--- src/rtl/lc3_mem_initiator_pkg.sv ---
// Shared types and widths for the LC3 memory initiator.
package lc3_mem_pkg;

   localparam int ADDR_W = 16;
   localparam int DATA_W = 16;

   // Data-side operation requested by the core.
   typedef enum logic [1:0] {
      LD  = 2'd0,
      ST  = 2'd1,
      LDI = 2'd2,
      STI = 2'd3
   } mem_op_e;

   // Initiator sequencing states.
   typedef enum logic [2:0] {
      IDLE   = 3'd0,
      IFETCH = 3'd1,
      DRD    = 3'd2,
      PTR    = 3'd3,
      WR     = 3'd4,
      RESP   = 3'd5
   } state_e;

   // States in which a completion from the responder is awaited (and the timeout runs).
   function automatic logic is_wait_state(state_e s);
      return (s == IFETCH) || (s == DRD) || (s == PTR);
   endfunction

endpackage

--- src/rtl/lc3_mem_initiator_if.sv ---
// Bundle of the core-side handshake and the instruction/data memory bus.
interface lc3_mem_initiator_if;
   import lc3_mem_pkg::*;

   // core fetch channel
   logic              fetch_req;
   logic [ADDR_W-1:0] fetch_addr;
   logic              fetch_ack;
   logic [DATA_W-1:0] fetch_instr;

   // core data channel
   logic              mem_req;
   mem_op_e           mem_op;
   logic [ADDR_W-1:0] mem_addr;
   logic [DATA_W-1:0] mem_wdata;
   logic              mem_ack;
   logic [DATA_W-1:0] mem_rdata;
   logic              err;

   // instruction memory
   logic [ADDR_W-1:0] pc;
   logic              instrmem_rd;
   logic [DATA_W-1:0] Instr_dout;
   logic              complete_instr;

   // data memory
   logic [ADDR_W-1:0] Data_addr;
   logic [DATA_W-1:0] Data_din;
   logic              Data_rd;
   logic [DATA_W-1:0] Data_dout;
   logic              complete_data;

   // The initiator itself.
   modport master (
      input  fetch_req, fetch_addr, mem_req, mem_op, mem_addr, mem_wdata,
      input  Instr_dout, complete_instr, Data_dout, complete_data,
      output fetch_ack, fetch_instr, mem_ack, mem_rdata, err,
      output pc, instrmem_rd, Data_addr, Data_din, Data_rd
   );

   // The core plus memory responder side.
   modport slave (
      output fetch_req, fetch_addr, mem_req, mem_op, mem_addr, mem_wdata,
      output Instr_dout, complete_instr, Data_dout, complete_data,
      input  fetch_ack, fetch_instr, mem_ack, mem_rdata, err,
      input  pc, instrmem_rd, Data_addr, Data_din, Data_rd
   );

endinterface

--- src/rtl/lc3_mem_initiator_timeout_counter.sv ---
// Cycle counter bounding how long a waiting state may stall on the responder.
module lc3_timeout_counter #(
   parameter int TIMEOUT_CYCLES = 16
) (
   input  logic clk,
   input  logic reset,
   input  logic clear,
   input  logic enable,
   output logic expired
);

   localparam int CW = (TIMEOUT_CYCLES > 1) ? $clog2(TIMEOUT_CYCLES) : 1;

   logic [CW-1:0] cnt_q;
   logic [CW-1:0] cnt_d;

   // Clear takes priority so a state entry always starts counting from zero.
   always_comb begin
      cnt_d = cnt_q;
      if (clear) begin
         cnt_d = '0;
      end else if (enable) begin
         cnt_d = cnt_q + CW'(1);
      end
   end

   // Count register.
   always_ff @(posedge clk or negedge reset) begin
      if (!reset) begin
         cnt_q <= '0;
      end else begin
         cnt_q <= cnt_d;
      end
   end

   // Last permitted cycle of the wait window.
   assign expired = enable && (cnt_q == CW'(TIMEOUT_CYCLES - 1));

endmodule

--- src/rtl/lc3_mem_initiator.sv ---
// LC3 memory initiator: arbitrates fetch vs data requests, sequences LDI/STI
// as pointer + data accesses, and bounds every wait with a timeout.
module lc3_mem_initiator
   import lc3_mem_pkg::*;
#(
   parameter int          TIMEOUT_CYCLES = 16,
   parameter logic [15:0] RESET_PC       = 16'h3000
) (
   input  logic                clk,
   input  logic                reset,
   lc3_mem_initiator_if.master bus
);

   state_e            state_q;
   mem_op_e           op_q;
   logic              resp_fetch_q;
   logic              resp_err_q;
   logic [ADDR_W-1:0] pc_q;
   logic              instrmem_rd_q;
   logic              data_rd_q;
   logic [ADDR_W-1:0] data_addr_q;
   logic [DATA_W-1:0] data_din_q;
   logic              fetch_ack_q;
   logic              mem_ack_q;
   logic [DATA_W-1:0] fetch_instr_q;
   logic [DATA_W-1:0] mem_rdata_q;
   logic              err_q;

   logic tmo_en;
   logic tmo_clr;
   logic tmo_expired;

   // The counter runs only while waiting; a PTR completion moves straight into
   // DRD, so it must also clear there to give DRD a fresh window.
   assign tmo_en  = is_wait_state(state_q);
   assign tmo_clr = !tmo_en || ((state_q == PTR) && bus.complete_data);

   lc3_timeout_counter #(
      .TIMEOUT_CYCLES (TIMEOUT_CYCLES)
   ) u_timeout (
      .clk     (clk),
      .reset   (reset),
      .clear   (tmo_clr),
      .enable  (tmo_en),
      .expired (tmo_expired)
   );

   // Main sequencer; every bus output is a register written here.
   always_ff @(posedge clk or negedge reset) begin
      if (!reset) begin
         state_q       <= IDLE;
         op_q          <= LD;
         resp_fetch_q  <= 1'b0;
         resp_err_q    <= 1'b0;
         pc_q          <= RESET_PC;
         instrmem_rd_q <= 1'b0;
         data_rd_q     <= 1'b1;
         data_addr_q   <= '0;
         data_din_q    <= '0;
         fetch_ack_q   <= 1'b0;
         mem_ack_q     <= 1'b0;
         fetch_instr_q <= '0;
         mem_rdata_q   <= '0;
         err_q         <= 1'b0;
      end else begin
         fetch_ack_q <= 1'b0;
         mem_ack_q   <= 1'b0;
         err_q       <= 1'b0;
         case (state_q)
            IDLE: begin
               // While an ack is visible the core has not yet dropped its
               // request, so accepting now would serve it twice.
               if (!(fetch_ack_q || mem_ack_q)) begin
                  if (bus.mem_req) begin
                     op_q         <= bus.mem_op;
                     data_addr_q  <= bus.mem_addr;
                     resp_fetch_q <= 1'b0;
                     resp_err_q   <= 1'b0;
                     case (bus.mem_op)
                        LD: begin
                           data_rd_q <= 1'b1;
                           state_q   <= DRD;
                        end
                        ST: begin
                           data_din_q <= bus.mem_wdata;
                           data_rd_q  <= 1'b0;
                           state_q    <= WR;
                        end
                        default: begin
                           data_rd_q <= 1'b1;
                           state_q   <= PTR;
                        end
                     endcase
                  end else if (bus.fetch_req) begin
                     pc_q          <= bus.fetch_addr;
                     instrmem_rd_q <= 1'b1;
                     resp_fetch_q  <= 1'b1;
                     resp_err_q    <= 1'b0;
                     state_q       <= IFETCH;
                  end
               end
            end
            IFETCH: begin
               if (bus.complete_instr) begin
                  fetch_instr_q <= bus.Instr_dout;
                  instrmem_rd_q <= 1'b0;
                  state_q       <= RESP;
               end else if (tmo_expired) begin
                  instrmem_rd_q <= 1'b0;
                  resp_err_q    <= 1'b1;
                  state_q       <= RESP;
               end
            end
            PTR: begin
               if (bus.complete_data) begin
                  data_addr_q <= bus.Data_dout;
                  if (op_q == STI) begin
                     data_din_q <= bus.mem_wdata;
                     data_rd_q  <= 1'b0;
                     state_q    <= WR;
                  end else begin
                     state_q <= DRD;
                  end
               end else if (tmo_expired) begin
                  // Abort the indirect op: the second access is never issued.
                  resp_err_q <= 1'b1;
                  state_q    <= RESP;
               end
            end
            DRD: begin
               if (bus.complete_data) begin
                  mem_rdata_q <= bus.Data_dout;
                  state_q     <= RESP;
               end else if (tmo_expired) begin
                  resp_err_q <= 1'b1;
                  state_q    <= RESP;
               end
            end
            WR: begin
               data_rd_q <= 1'b1;
               state_q   <= RESP;
            end
            RESP: begin
               if (resp_fetch_q) begin
                  fetch_ack_q <= 1'b1;
               end else begin
                  mem_ack_q <= 1'b1;
               end
               err_q   <= resp_err_q;
               state_q <= IDLE;
            end
            default: begin
               state_q <= IDLE;
            end
         endcase
      end
   end

   assign bus.pc          = pc_q;
   assign bus.instrmem_rd = instrmem_rd_q;
   assign bus.Data_rd     = data_rd_q;
   assign bus.Data_addr   = data_addr_q;
   assign bus.Data_din    = data_din_q;
   assign bus.fetch_ack   = fetch_ack_q;
   assign bus.fetch_instr = fetch_instr_q;
   assign bus.mem_ack     = mem_ack_q;
   assign bus.mem_rdata   = mem_rdata_q;
   assign bus.err         = err_q;

endmodule

--- src/flat_wrapper.sv ---
// flat-port wrapper written by rule: the top's interface ports become plain ports
module lc3_mem_initiator_flat import lc3_mem_pkg::*;
#(
   parameter int          TIMEOUT_CYCLES = 16,
   parameter logic [15:0] RESET_PC       = 16'h3000
)
  (clk, reset, bus_fetch_req, bus_fetch_addr, bus_mem_req, bus_mem_op, bus_mem_addr, bus_mem_wdata, bus_Instr_dout, bus_complete_instr, bus_Data_dout, bus_complete_data, bus_fetch_ack, bus_fetch_instr, bus_mem_ack, bus_mem_rdata, bus_err, bus_pc, bus_instrmem_rd, bus_Data_addr, bus_Data_din, bus_Data_rd);
  lc3_mem_initiator_if bus_i ();
  input  logic clk;
  input  logic reset;
  input wire logic [$bits(bus_i.fetch_req)-1:0] bus_fetch_req;
  input wire logic [$bits(bus_i.fetch_addr)-1:0] bus_fetch_addr;
  input wire logic [$bits(bus_i.mem_req)-1:0] bus_mem_req;
  input wire logic [$bits(bus_i.mem_op)-1:0] bus_mem_op;
  input wire logic [$bits(bus_i.mem_addr)-1:0] bus_mem_addr;
  input wire logic [$bits(bus_i.mem_wdata)-1:0] bus_mem_wdata;
  input wire logic [$bits(bus_i.Instr_dout)-1:0] bus_Instr_dout;
  input wire logic [$bits(bus_i.complete_instr)-1:0] bus_complete_instr;
  input wire logic [$bits(bus_i.Data_dout)-1:0] bus_Data_dout;
  input wire logic [$bits(bus_i.complete_data)-1:0] bus_complete_data;
  output wire logic [$bits(bus_i.fetch_ack)-1:0] bus_fetch_ack;
  output wire logic [$bits(bus_i.fetch_instr)-1:0] bus_fetch_instr;
  output wire logic [$bits(bus_i.mem_ack)-1:0] bus_mem_ack;
  output wire logic [$bits(bus_i.mem_rdata)-1:0] bus_mem_rdata;
  output wire logic [$bits(bus_i.err)-1:0] bus_err;
  output wire logic [$bits(bus_i.pc)-1:0] bus_pc;
  output wire logic [$bits(bus_i.instrmem_rd)-1:0] bus_instrmem_rd;
  output wire logic [$bits(bus_i.Data_addr)-1:0] bus_Data_addr;
  output wire logic [$bits(bus_i.Data_din)-1:0] bus_Data_din;
  output wire logic [$bits(bus_i.Data_rd)-1:0] bus_Data_rd;
  assign bus_i.fetch_req = bus_fetch_req;
  assign bus_i.fetch_addr = bus_fetch_addr;
  assign bus_i.mem_req = bus_mem_req;
  assign bus_i.mem_op = bus_mem_op;
  assign bus_i.mem_addr = bus_mem_addr;
  assign bus_i.mem_wdata = bus_mem_wdata;
  assign bus_i.Instr_dout = bus_Instr_dout;
  assign bus_i.complete_instr = bus_complete_instr;
  assign bus_i.Data_dout = bus_Data_dout;
  assign bus_i.complete_data = bus_complete_data;
  assign bus_fetch_ack = bus_i.fetch_ack;
  assign bus_fetch_instr = bus_i.fetch_instr;
  assign bus_mem_ack = bus_i.mem_ack;
  assign bus_mem_rdata = bus_i.mem_rdata;
  assign bus_err = bus_i.err;
  assign bus_pc = bus_i.pc;
  assign bus_instrmem_rd = bus_i.instrmem_rd;
  assign bus_Data_addr = bus_i.Data_addr;
  assign bus_Data_din = bus_i.Data_din;
  assign bus_Data_rd = bus_i.Data_rd;
  lc3_mem_initiator #(.TIMEOUT_CYCLES(TIMEOUT_CYCLES), .RESET_PC(RESET_PC)) u_core (.clk(clk), .reset(reset), .bus(bus_i));
endmodule
--- config.mk ---
export PLATFORM = sky130hd
export DESIGN_NAME = lc3_mem_initiator_flat
export DESIGN_NICKNAME = d
export VERILOG_FILES = /design/src/rtl/lc3_mem_initiator_pkg.sv /design/src/rtl/lc3_mem_initiator_if.sv /design/src/rtl/lc3_mem_initiator_timeout_counter.sv /design/src/rtl/lc3_mem_initiator.sv /design/src/flat_wrapper.sv
export SDC_FILE = /design/constraint.sdc
export NUM_CORES = 1
export LEC_CHECK = 0
export CAP_MARGIN = 20
export CORE_MARGIN = 2
export CORE_UTILIZATION = 45
export DETAILED_ROUTE_END_ITERATION = 10
export GPL_TIMING_DRIVEN = 0
export PLACE_DENSITY = 0.83
export SLEW_MARGIN = 15
export SYNTH_ARGS = -nofsm -noshare
export SYNTH_HDL_FRONTEND = slang
export SYNTH_SLANG_ARGS = --single-unit
--- constraint.sdc ---
create_clock -name clk -period 3.2 [get_ports clk]
set_input_delay 0.96 -clock clk [delete_from_list [all_inputs] [get_ports clk]]
set_output_delay 0.96 -clock clk [all_outputs]
set_load 0.01 [all_outputs]
==> run metrics <==
LEAKAGE 0.002623 uW; Die X 97.45 microns; Die ar. 0.009497 sq mm; Max-Cap Viols 0; initial antenna violation count 0; ANT nets after route 0; first-pass GRT wire length 15.49 mm; post-synthesis sequential area ratio 61.22%; syn_nets 373; RSZ-0062 raised after global routing false; Placed Cells 565; EDFF count, synth 0; global placement routability congestion 0.9023; number of global-route vias before repair 3,155; DR pass1 iterations 4; Avg Cell Area, Syn 13.84 sq um; fin nets 557; min Tclk post-route 2.614 ns; Setup WS pre-CTS 0.1811 ns; detailed router's first-iteration violation count 119; synth top area cells dfrtp_1, mux2_2, mux2i_1; CP Cell Sequence clkdlybuf4s50_1, and2_1, a32oi_2, a211oi_4, buf_6, mux2_1; Starting Density 45.73%; Non-Filler Instances 581; Core Rows 34; r2r worst-path depth 5; Max H-tree Level 3; Worst VDD drop 414.1 uV; startpoint types input port; register clock-pin slew on the reported worst setup and hold paths 0.09 ns; Synth Warn # 0; final hold violation count 0; Die Y 97.45 microns; final setup fails 0; mapped cell area 0.003930 sq mm; PnR worst setup slack 0.5862 ns; number of gates resized after cts 0; total global-route track usage 20.57%; WS Path Type in2reg; clk_lat worst skew 0.36 ns; hold path depth 1; CP Max Fanout 10; layout cell share with drive strength beyond 1 19.03%; WL/cell 16.40 microns; Post-synth top flop dfrtp_1; Sink Count 96; Vias/cell 5.143; Post-synth ARST share 100.0%; Post-synth top cells dfrtp_1, mux2_2, nand2_1, o21ai_0, mux2i_1; grt ovf 0; Worst Path Arrival 2.86 ns; Worst Hold Class reg2reg; hpwl dp 7.273 mm; final core utilization 70.15%; # Post-CTS Setup Buffers 0; worst-path cell with the longest stage delay clkdlybuf4s50_1; fmax 0.3826 GHz; hold_buf cts 0; worst-margin pin slew 0.6378 ns; setup_tns 0 ns; Critical Path End Type register; status complete, no violations; Max clock buf depth 2; I/O Pins 173; fin. max-slew vios 0; # DRC 0; power per cell area 938.5 mW/mm^2; largest net degree at the start of global routing 55; via count 2,988; Data required, critical path 3.44 ns; area share of the largest cell type after synthesis 59.22%; Mapped Cells 284; clock skew after layout 0.01253 ns; final wirelength 9.531 mm; largest area contributor in the netlist dfrtp_1; final worst-path cycle share 81.68%; Ant. Diodes 0; max incr delay on CP 0.50 ns; Worst slew margin 57.30%; TritonCTS buffer count 9; Area Overhead vs Synth 53.39%; FF+latch count, synth 96; core area 0.008593 sq mm; count of cell types in the netlist 39; CTS tree built; most numerous cell in the Yosys netlist dfrtp_1; Buffers on Ports 172; CTS root buf clkbuf_8
## state kept, by name (all words and copies together) (netlist names), 2 cells and up
register and flops:
u_core.bus.Data_addr 16, u_core.bus.Data_din 16, u_core.bus.fetch_instr 16, u_core.bus.mem_rdata 16, u_core.bus.pc 16, u_core.op_q 2
u_core.state_q 3, u_core.u_timeout.cnt_q 4
## power by group
| group | switching (uW) | leakage (uW) | internal [uW] | total [uW] |
|---|---|---|---|---|
| combinational | 1110 | 0.00135 | 1580 | 2690 |
| sequential | 296 | 0.00117 | 1800 | 2100 |
| clock | 404 | 0.000104 | 463 | 867 |
| total | 1810 | 0.00262 | 3850 | 5660 |
## cell type report
cell class	instances	area [sq um]
multi-input combinational	173	1449
timing repair buffer	173	1747
inverter	3	11.26
sequential	96	2406
clock buffer	13	148.9
tap	108	135.1
fill	662	2565
buffer	12	63.81
clock inverter	3	67.56
## metrics by stage
| step | hold WS [ns] | cell area (sq um) | total power [uW] |
|---|---|---|---|
| global route | 0.4704 | 6028 | 5991 |
| floorplan | 0.4208 | 3930 | 3372 |
| finish | 0.4375 | 6028 | 5657 |
| CTS | 0.4432 | 6028 | 5714 |
| global placement | 0.4356 | 5787 | 4728 |
| detailed placement | 0.4390 | 5812 | 4842 |
## worst paths after layout
kind	startpoint	endpoint	slack, ns
hold reg to reg	u_core.resp_fetch_q	u_core.bus.mem_ack	0.44
setup reg to reg	u_core.state_q[1]	u_core.bus.Data_din[14]	0.95
max in group asynchronous	reset	u_core.bus.pc[12]	1.91
hold / removal	u_core.resp_fetch_q	u_core.bus.mem_ack	0.44
min in group asynchronous	reset	u_core.bus.Data_din[14]	0.59
setup / recovery	bus_complete_data	u_core.bus.Data_din[14]	0.59
## cells in the final DEF (no fill, tap or decap), drive strengths merged, types with 2 or more instances in the layout
cell type and n:
nand3 4, mux2 66, dfrtp 93, clkbuf 17, and2 4, dfstp 3
inv 3, a31oi 4, bufinv 2, a21oi 3, nor3b 2, buf 10
nor3 4, nand2b 2, o21ai 20, nor2 8, mux2i 16, a211oi 4
a21o 2, clkdlybuf4s50 171, nand3b 2, nand2 20
## critical path, delay by kind of cell
kind,cells,cell delay [ns]
AO/OA/AOI/OAI,2,0.60
buffers and inverters,2,0.73
multiplexers,1,0.33
AND/OR/NAND/NOR,1,0.23
## routing by layer
metal,global-route usage (%),vias up,part of all wire [%]
met2,34.54,110,50
met4,8.547,0,2.1
met5,0,-,0
met3,5.396,16,5.7
li1,-,1371,-
met1,25.24,1491,42
## kinds of logic (layout without fill, tap and decap cells)
group           Yosys count  count (layout)  synth area share (%)
compound gates           37              37                 6.113
xor+xnor                  2               2                0.4458
fa+ha+maj                 1               1                0.3183
buf+inv                  15             204                 1.910
flops                    96              96                 61.22
mux                      82              82                 22.99
simple gates             51              51                 7.004
(Power assumes the default switching activity.)
